**src/rtl/dac_cal_scheduler.sv**
```systemverilog
// dac_cal_scheduler
// -----------------
// Time-shares one 8-bit R2R DAC channel between live video and a calibration
// ramp. During active video the DAC always carries video_code. After a
// cal_start request the DAC is stepped through a code ramp, but only while
// vblank is high. The sweep pauses when blanking ends and resumes in the next
// frame. One sample strobe is issued per code for the external measurement path.
//
// Parameters
//   DWELL       cycles each calibration code is held while running (1..255)
//
// Ports
//   clk         system clock, rising edge
//   rst         synchronous active-high reset
//   vblank      vertical blanking; calibration owns the DAC only while high
//   video_code  live colour code
//   cal_start   sweep request, accepted only when idle
//   cal_abort   cancel a sweep in progress
//   cal_step    code increment latched at start (0 behaves as 1)
//   dac_code    registered code to the R2R DAC inputs
//   dac_sel_cal registered; 1 while dac_code carries the calibration code
//   cal_code    current calibration code
//   cal_strobe  registered; marks the last dwell cycle of a code on dac_code
//   cal_busy    high while a sweep is armed, running or paused
//   cal_done    one-cycle pulse when a sweep completes normally
module dac_cal_scheduler #(
  parameter int unsigned DWELL = 4
) (
  input  logic       clk,
  input  logic       rst,
  input  logic       vblank,
  input  logic [7:0] video_code,
  input  logic       cal_start,
  input  logic       cal_abort,
  input  logic [7:0] cal_step,
  output logic [7:0] dac_code,
  output logic       dac_sel_cal,
  output logic [7:0] cal_code,
  output logic       cal_strobe,
  output logic       cal_busy,
  output logic       cal_done
);

  typedef enum logic [2:0] {
    S_IDLE,
    S_ARMED,
    S_RUN,
    S_PAUSE,
    S_DONE
  } state_e;

  localparam logic [7:0] DWELL_LAST = 8'(DWELL - 1);

  state_e     state_q, state_d;
  logic [7:0] cal_code_q, cal_code_d;
  logic [7:0] dwell_q, dwell_d;
  logic [7:0] step_q, step_d;
  logic [7:0] dac_code_q;
  logic       dac_sel_cal_q;
  logic       cal_strobe_q;
  logic       cal_done_q;

  logic       run_live;
  logic       dwell_last;
  logic [8:0] next_code;

  // Calibration drives the DAC only while running and the live vblank is high,
  // so video regains the DAC one cycle after vblank falls, even before the
  // RUN->PAUSE transition has been registered.
  assign run_live   = (state_q == S_RUN) && vblank;
  assign dwell_last = (dwell_q == DWELL_LAST);
  // Nine bits so an overshoot past 255 ends the sweep instead of wrapping.
  assign next_code  = {1'b0, cal_code_q} + {1'b0, step_q};

  // NOTE: every signal assigned in this block gets a default first, so no
  // path leaves it unassigned and no latch is inferred.
  always_comb begin
    state_d    = state_q;
    cal_code_d = cal_code_q;
    dwell_d    = dwell_q;
    step_d     = step_q;

    unique case (state_q)
      S_IDLE: begin
        if (cal_start && !cal_abort) begin
          state_d    = S_ARMED;
          step_d     = (cal_step == 8'd0) ? 8'd1 : cal_step;
          cal_code_d = 8'd0;
          dwell_d    = 8'd0;
        end
      end

      S_ARMED: begin
        if (cal_abort)   state_d = S_IDLE;
        else if (vblank) state_d = S_RUN;
      end

      S_RUN: begin
        if (cal_abort) begin
          state_d = S_IDLE;
        end else if (!vblank) begin
          // Code and dwell count are held so the sweep resumes where it stopped.
          state_d = S_PAUSE;
        end else if (dwell_last) begin
          dwell_d = 8'd0;
          if (next_code[8]) state_d    = S_DONE;
          else              cal_code_d = next_code[7:0];
        end else begin
          dwell_d = dwell_q + 8'd1;
        end
      end

      S_PAUSE: begin
        if (cal_abort)   state_d = S_IDLE;
        else if (vblank) state_d = S_RUN;
      end

      S_DONE: state_d = S_IDLE;

      default: state_d = S_IDLE;
    endcase
  end

  // NOTE: state is updated with non-blocking assignments so every register
  // samples the pre-edge values; reset is synchronous and overrides all inputs.
  always_ff @(posedge clk) begin
    if (rst) begin
      state_q       <= S_IDLE;
      cal_code_q    <= 8'd0;
      dwell_q       <= 8'd0;
      step_q        <= 8'd1;
      dac_code_q    <= 8'd0;
      dac_sel_cal_q <= 1'b0;
      cal_strobe_q  <= 1'b0;
      cal_done_q    <= 1'b0;
    end else begin
      state_q       <= state_d;
      cal_code_q    <= cal_code_d;
      dwell_q       <= dwell_d;
      step_q        <= step_d;
      dac_code_q    <= run_live ? cal_code_q : video_code;
      dac_sel_cal_q <= run_live;
      cal_strobe_q  <= run_live && dwell_last;
      // Registered from DONE so the pulse lands in the cycle after the final
      // strobe, when the state machine is already back in IDLE.
      cal_done_q    <= (state_q == S_DONE);
    end
  end

  assign dac_code    = dac_code_q;
  assign dac_sel_cal = dac_sel_cal_q;
  assign cal_code    = cal_code_q;
  assign cal_strobe  = cal_strobe_q;
  assign cal_busy    = (state_q == S_ARMED) || (state_q == S_RUN) || (state_q == S_PAUSE);
  assign cal_done    = cal_done_q;

endmodule
```
**config.mk**
```make
export PLATFORM = sky130hd
export DESIGN_NAME = dac_cal_scheduler
export DESIGN_NICKNAME = d
export VERILOG_FILES = /design/src/rtl/dac_cal_scheduler.sv
export SDC_FILE = /design/constraint.sdc
export NUM_CORES = 1
export LEC_CHECK = 0
export BUFFER_PORTS_ARGS = -buffer_cell sky130_fd_sc_hd__buf_4
export CAP_MARGIN = 30
export CORE_MARGIN = 3
export CORE_UTILIZATION = 30
export CTS_CLUSTER_SIZE = 40
export DETAILED_ROUTE_END_ITERATION = 16
export GPL_ROUTABILITY_DRIVEN = 0
export PLACE_DENSITY = 0.58
export SLEW_MARGIN = 20
export SYNTH_ARGS = -nofsm -noshare
export SYNTH_HDL_FRONTEND = slang
export SYNTH_SLANG_ARGS = --single-unit
```
**constraint.sdc**
```tcl
create_clock -name clk -period 7.3 [get_ports clk]
set_clock_uncertainty 0.2 [all_clocks]
set_input_delay 1.46 -clock clk [delete_from_list [all_inputs] [get_ports clk]]
set_output_delay 1.46 -clock clk [all_outputs]
set_load 0.05 [all_outputs]
```
==> results of run 1 <==
[layer usage]
metal  vias to the layer above  track usage (%)
met5                         -                0
met4                         0            4.317
met3                         5            3.631
met2                        34            18.22
met1                       692            16.65
li1                        808                -
[layout make-up]
cell class	instances	area, um2
multi-input combinational	159	1044
sequential	38	760.7
tap	72	90.09
clock inverter	2	60.06
clock buffer	6	82.58
fill	584	3398
inverter	2	7.507
timing repair buffer	40	300.3
[registers in the layout (all words and copies together), names as in the netlist]
signal,flops
cal_strobe,1
dwell_q,8
step_q,8
cal_done,1
cal_code,8
dac_sel_cal,1
state_q,3
dac_code,8
[worst paths after layout]
path	end	slack [ns]	cells past startpoint
hold reg to reg	dac_code[0]	0.30	2
hold / removal	dac_code[0]	0.30	2
setup / recovery	cal_code[7]	4.19	6
setup reg to reg	cal_code[7]	4.40	7
[cell families after synthesis]
group / share of synthesized area [%]
AND/OR/NAND/NOR: 23.60
AO/OA/AOI/OAI: 14.94
flip-flops: 41.11
multiplexers: 5.950
XOR/XNOR: 4.733
buffers and inverters: 2.501
adder cells (fa/ha/maj): 7.167
[through the flow]
step                      hold slack [ns]  worst slack [ns]
after floorplan                    0.2397             4.249
after global placement             0.2753             3.952
after detailed placement           0.2804             3.882
after CTS                          0.3013             4.180
after global routing               0.3436             3.976
final                              0.3047             4.193
[power breakdown]
part | leakage [uW] | switching [uW] | internal, uW
clock network | 0.0000714 | 75.0 | 146
registers | 0.000309 | 3.90 | 213
logic | 0.000644 | 32.0 | 22.7
[Yosys cell counts (2+ instances only)]
master	n	area [um2]
nand2b_1	10	62.56
o32ai_1	2	17.52
and3_1	4	25.02
xor2_1	6	52.55
o211ai_1	2	15.01
ha_1	9	112.6
dfxtp_1	38	760.7
or3_1	2	12.51
mux2i_1	11	110.1
nor4b_1	2	17.52
clkbuf_1	6	22.52
nor3_1	5	25.02
xnor2_1	4	35.03
o21bai_1	4	30.03
a211oi_1	3	22.52
nand3_1	7	35.03
nor2_1	26	97.59
o21ai_0	5	25.02
nand4_1	3	18.77
nand2_1	20	75.07
inv_1	2	7.510
a21oi_1	18	90.09
[worst max-delay path: cells and delay by family]
kind,cells,cell delay [ns]
AOI/OAI and AO/OA,2,0.74
and+or+nand+nor,3,0.76
buffers and inverters,1,0.13
==> run metrics, run 1 <==
status completed; Max Clock Freq 321.8 MHz; clk buf depth 2; r2r startpoint cal_code[0]; die area 0.007147 mm2; crit-path max FO 14; share of cells above drive strength 1 21.86%; CTS Buf Count 5; CTS tree yes; routed via count 1,539; non-filler instance count after layout 319; ant diodes 0; CP arrival 3.10 ns; DRT iter0 DRCs 84; Boundary Pins 41; hold_buf cts 0; first-pass GRT wire length 7.196 mm; DR vias/cell 4.824; Final Max Tran Viols 0; core region area 0.005743 mm2; largest net degree at the start of global routing 34; placed cell areas 0.002202 mm2; Die Span Y 84.54 um; Setup Fix Bufs, Post-CTS 0; vias in the first global route 1,480; Main synth FF type dfxtp_1; post-cts sizing count 0; clk_lat worst skew 0.29 ns; slowest library cell on the worst path a311oi_4; leading cell type in the layout, fill and taps excluded buf_4; Power Dens Cells 210.0 mW/mm2; worst slew pin tran 0.5569 ns; Yosys Warn Count 0; register area share after synthesis 41.11%; syn_nets 238; Clock transition at path regs 0.08 ns; Initial DRT Pass Iterations 4; min-delay worst type register to register; cells after synthesis 207; Worst setup EP type register; routed length on met1 1.977 mm; critical path data required time 7.30 ns; nets 277; hpwl dp 3.040 mm; Final Cycle Share 42.57%; Hold Crit Start cal_code[0]; CP Launch Type primary input; crit path from cal_abort; Fin. Hold Viols 0; Period minus WS final 3.107 ns; grt total ovfl 0; area delta synth->final 26.71%; total track usage 12.20%; CTS sink count 38; Power Total 492.4 uW; Finish-stage setup viols 0; num rows 27; initial antenna violation count 0; post-synthesis cell area 0.001851 mm2; synthesized area per cell 8.940 um2; # Max-Cap Violations 0; synthesized flop and latch total 38; Initial Util 32.22%; Finished Cell Area 0.002345 mm2; largest stage delay on the critical path 0.48 ns; # placed instances 311; number of synthesized flops with an enable pin 0; top layer in use met4; Leakage 0.001025 uW; Rel. slew slack 62.87%; maximum VDD drop 83.77 uV; total wire length 4.051 mm; most frequent cells in the layout buf_4, dfxtp_1, nor2_1; RSZ-0062 raised after global routing false; Cell variety after synth 40; DRC Markers 0; post-layout util 40.83%; Root Buffer Master clkbuf_8; H-tree levels 2; met2 routed WL 1.765 mm; met3 wire len 244 um; CP Class primary input to register; width of the die 84.54 um; post-route ant nets 0; Setup TNS 0 ns; port bufs 40; CP Cell Sequence buf_4, or3_1, or2_4, a311oi_4, nand2b_1, o32ai_1; ys async rst share 0%; wire length per cell 12.70 um
Power figures use the tool's default switching activity.
==> run 2, diff against run 1 <==
clock period = 3.2 ns   (was 7.3 ns; I/O delays follow)
==> run 2 against run 1 <==
Sequential share of layout area grew 0.67 points; sequential cell count did not move; power rose by 96%; critical path depth rose by 1; via count shrank 1.3%; die area did not move; first-iteration DRC count down 9.5%; global-route usage decreased by 0.47 points; non-clock buffer count is the same; count of clock-buffer cells in the layout unchanged; combinational power rose by 130%; sequential power grew 130%; largest cell class unchanged; highest routed layer unchanged.
==> run metrics, run 2 (synthesis results as in run 1) <==
core region area 0.005743 mm2; Root Buffer Master clkbuf_8; Setup Fix Bufs, Post-CTS 0; Initial DRT Pass Iterations 4; Die Span Y 84.54 um; # Max-Cap Violations 0; status completed; Fin. Hold Viols 0; ant diodes 0; min-delay worst type register to register; critical path data required time 3.20 ns; CTS Buf Count 5; CP Class register to register; CTS sink count 38; hpwl dp 3.082 mm; CTS tree yes; H-tree levels 2; crit-path max FO 14; port bufs 40; routed via count 1,519; CP Buf/Inv Count 0; Worst R2R Path Depth 7; Initial Util 32.22%; maximum VDD drop 148.4 uV; Max Clock Freq 351.4 MHz; area delta synth->final 24.14%; Finish-stage setup viols 0; width of the die 84.54 um; DRT iter0 DRCs 76; slowest library cell on the worst path a311oi_4; Clock transition at path regs 0.08 ns; first-pass GRT wire length 6.755 mm; Leakage 0.001001 uW; sequential power share 51.2%; largest net degree at the start of global routing 34; Rel. slew slack 62.25%; nets 277; DR vias/cell 4.762; die area 0.007147 mm2; wire length per cell 12.64 um; hold_buf cts 0; Final Cycle Share 88.93%; post-cts sizing count 0; Period minus WS final 2.846 ns; Crit path max-delay family compound AO/OA/AOI/OAI gates; share of cells above drive strength 1 21.86%; largest stage delay on the critical path 0.57 ns; Comb pwr share 13.0%; Power Dens Cells 420.1 mW/mm2; clk_lat worst skew 0.29 ns; Switching Fraction 26.33%; initial antenna violation count 0; net load switching power 254.1 uW; vias in the first global route 1,409; DRC Markers 0; post-route ant nets 0; grt total ovfl 0; Setup TNS 0 ns; Power Total 965.1 uW; num rows 27; Final Max Tran Viols 0; leading cell type in the layout, fill and taps excluded buf_4; most frequent cells in the layout buf_4, dfxtp_1, nor2_1; CP Depth 7; Boundary Pins 41; Internal Power 711.0 uW; total wire length 4.033 mm; CP Launch Type register; Worst Hold Path Cells 1; worst slew pin tran 0.5662 ns; RSZ-0062 raised after global routing false; total track usage 11.72%; CP arrival 2.85 ns; Clock power frac 35.8%; clk buf depth 2; Worst setup EP type register; CP Cell Sequence ha_1, fa_1, a211oi_1, o211ai_1, a311oi_4, nand2b_1, o32ai_1
==> run 2: changes by cell type in the layout (fill, tap and decap cells not counted) <==
cell | previous run | this run
bufinv_16 | 2 | 0
clkinvlp_4 | 0 | 1
clkinv_2 | 0 | 1
==> run 2: power groups by stage <==
| stage | Combinational (uW) | Clock, uW | Sequential (uW) |
|---|---|---|---|
| floorplan | 65.3 | 0 | 524 |
| detailed placement | 126 | 0 | 506 |
| CTS | 126 | 353 | 494 |
| global route | 137 | 376 | 496 |
| finish | 125 | 345 | 494 |
| global placement | 126 | 0 | 505 |
==> run 2: metrics by stage <==
stage / area [um2] / cells / setup WS (ns) / util, % / hold slack [ns]
6_report: 2297 / 319 / 0.3544 / 40.00 / 0.2898
4_1_cts: 2297 / 319 / 0.3417 / 40.00 / 0.2811
5_1_grt: 2297 / 319 / 0.09202 / 40.00 / 0.3032
2_1_floorplan: 1851 / 207 / 0.4578 / - / 0.2397
3_5_place_dp: 2202 / 311 / 0.3667 / 38.34 / 0.2630
3_3_place_gp: 2202 / 311 / 0.4503 / 38.34 / 0.2537
==> run 2: final timing paths <==
check	startpoint	to	slack [ns]
max	cal_code[0]	cal_code[7]	0.35
min	step_q[0]	step_q[0]	0.29
max reg2reg	cal_code[0]	cal_code[7]	0.35
min reg2reg	step_q[0]	step_q[0]	0.29
==> run 2: area by class of cell <==
type / count / area [um2]
inverter: 2 / 7.507
multi-input combinational: 159 / 1044
tap: 72 / 90.09
clock buffer: 6 / 82.58
fill: 578 / 3446
sequential: 38 / 760.7
timing repair buffer: 40 / 300.3
clock inverter: 2 / 12.51
==> run 2: routing by layer <==
metal  vias up  share of wire (%)  GRT usage [%]
li1        805                  -              -
met1       674                 51          15.68
met2        36                 42          17.30
met3         4                5.8          4.220
met4         0                1.1          4.317
met5         -                  0              0
==> run 3, diff against run 2 <==
CORE_UTILIZATION = 53   (was 30)
CTS_CLUSTER_DIAMETER = 150   (was unset)
PLACE_DENSITY = 0.87   (was 0.58)
==> run 3 against run 2 <==
Non-clock buffer count unchanged; clock power increased by 22%; worst setup slack gained 0.016 ns; critical path type unchanged; largest cell class unchanged; highest routed layer unchanged.
==> run metrics, run 3 (synthesis results as in run 1) <==
critical path data required time 3.27 ns; Max Clock Freq 353.3 MHz; Fin. Hold Viols 0; vias in the first global route 1,472; met1 Use GR 27.44%; setup ws final 0.3699 ns; routed via count 1,595; Most Used Layer, Global Route met2; Die Span Y 65.09 um; post-layout util 71.69%; Boundary Pins 41; worst slew pin tran 0.5918 ns; DRC Markers 0; hold_buf cts 0; post-route ant nets 0; Rel. slew slack 60.55%; crit-path max FO 14; CP arrival 2.90 ns; Power Dens Cells 457.4 mW/mm2; Setup TNS 0 ns; Worst setup EP type register; pre-CTS setup slack 0.3784 ns; RSZ-0062 raised after global routing false; DRT iter0 DRCs 70; # Max-Cap Violations 0; die area 0.004237 mm2; grt total ovfl 0; met2 Use GR 31.29%; initial antenna violation count 0; area delta synth->final 23.12%; nets 277; port bufs 40; maximum VDD drop 358.5 uV; total wire length 4.011 mm; placed cell areas 0.002167 mm2; clk_lat worst skew 0.35 ns; most frequent cells in the layout buf_4, dfxtp_1, nor2_1; CP Class register to register; leading cell type in the layout, fill and taps excluded buf_4; num rows 20; CTS tree yes; largest net degree at the start of global routing 34; Period minus WS final 2.830 ns; share of cells above drive strength 1 21.86%; CP Launch Type register; status completed; post-cts sizing count 0; total track usage 20.08%; wire length per cell 13.78 um; DR vias/cell 5.481; CTS sink count 38; clk buf depth 2; Clock transition at path regs 0.11 ns; Finished Cell Area 0.002278 mm2; hpwl dp 2.903 mm; Crit path max-delay family compound AO/OA/AOI/OAI gates; Power Total 1042 uW; Root Buffer Master clkbuf_4; first-pass GRT wire length 6.651 mm; H-tree levels 2; largest stage delay on the critical path 0.55 ns; width of the die 65.09 um; CP Cell Sequence ha_1, fa_1, a211oi_1, o211ai_1, a311oi_4, nand2b_1, o32ai_1; Initial Util 58.23%; slowest library cell on the worst path a311oi_4; met3 Resource Use GR 3.932%; Final Max Tran Viols 0; Finish-stage setup viols 0; Final Cycle Share 88.44%; Leakage 0.001012 uW; min-delay worst type primary input to register; core region area 0.003178 mm2; ant diodes 0; CTS Buf Count 5; CP Buf/Inv Count 0; Initial DRT Pass Iterations 4; Setup Fix Bufs, Post-CTS 0
==> run 3: changes by cell type in the layout (fill, tap and decap cells not counted), sizes merged <==
cell,delta
bufinv,+2
clkinv,-1
clkinvlp,-1
==> run 3: routing by layer <==
layer / vias up / routed length [um]
li1: 809 / -
met1: 726 / 1874
met2: 50 / 1809
met3: 10 / 248
met4: 0 / 79
met5: - / 0
==> run 3: final timing paths <==
kind	slack [ns]	to	depth (start not counted)	startpoint
hold reg to reg	0.30	step_q[0]	1	step_q[0]
setup / recovery	0.37	cal_code[7]	7	cal_code[0]
setup reg to reg	0.37	cal_code[7]	7	cal_code[0]
hold / removal	0.28	state_q[1]	2	cal_abort
==> run 3: cell type report <==
cell class,instances,area [um2]
timing repair buffer,40,300.3
fill,262,899.6
tap,44,55.05
inverter,2,7.507
clock buffer,6,51.30
clock inverter,2,60.06
sequential,38,760.7
multi-input combinational,159,1044
==> run 3: through the flow <==
stage               cells  hold slack, ns
floorplan             207          0.2397
global placement      283          0.2508
detailed placement    283          0.2640
CTS                   291          0.2806
global route          291          0.2846
finish                291          0.2816
==> run 3: report_power, final <==
| part | total, uW | switching [uW] | leakage [uW] | internal [uW] |
|---|---|---|---|---|
| clock | 421 | 157 | 0.0000585 | 265 |
| sequential | 495 | 8.83 | 0.000309 | 486 |
| combinational | 126 | 73.8 | 0.000644 | 52.0 |
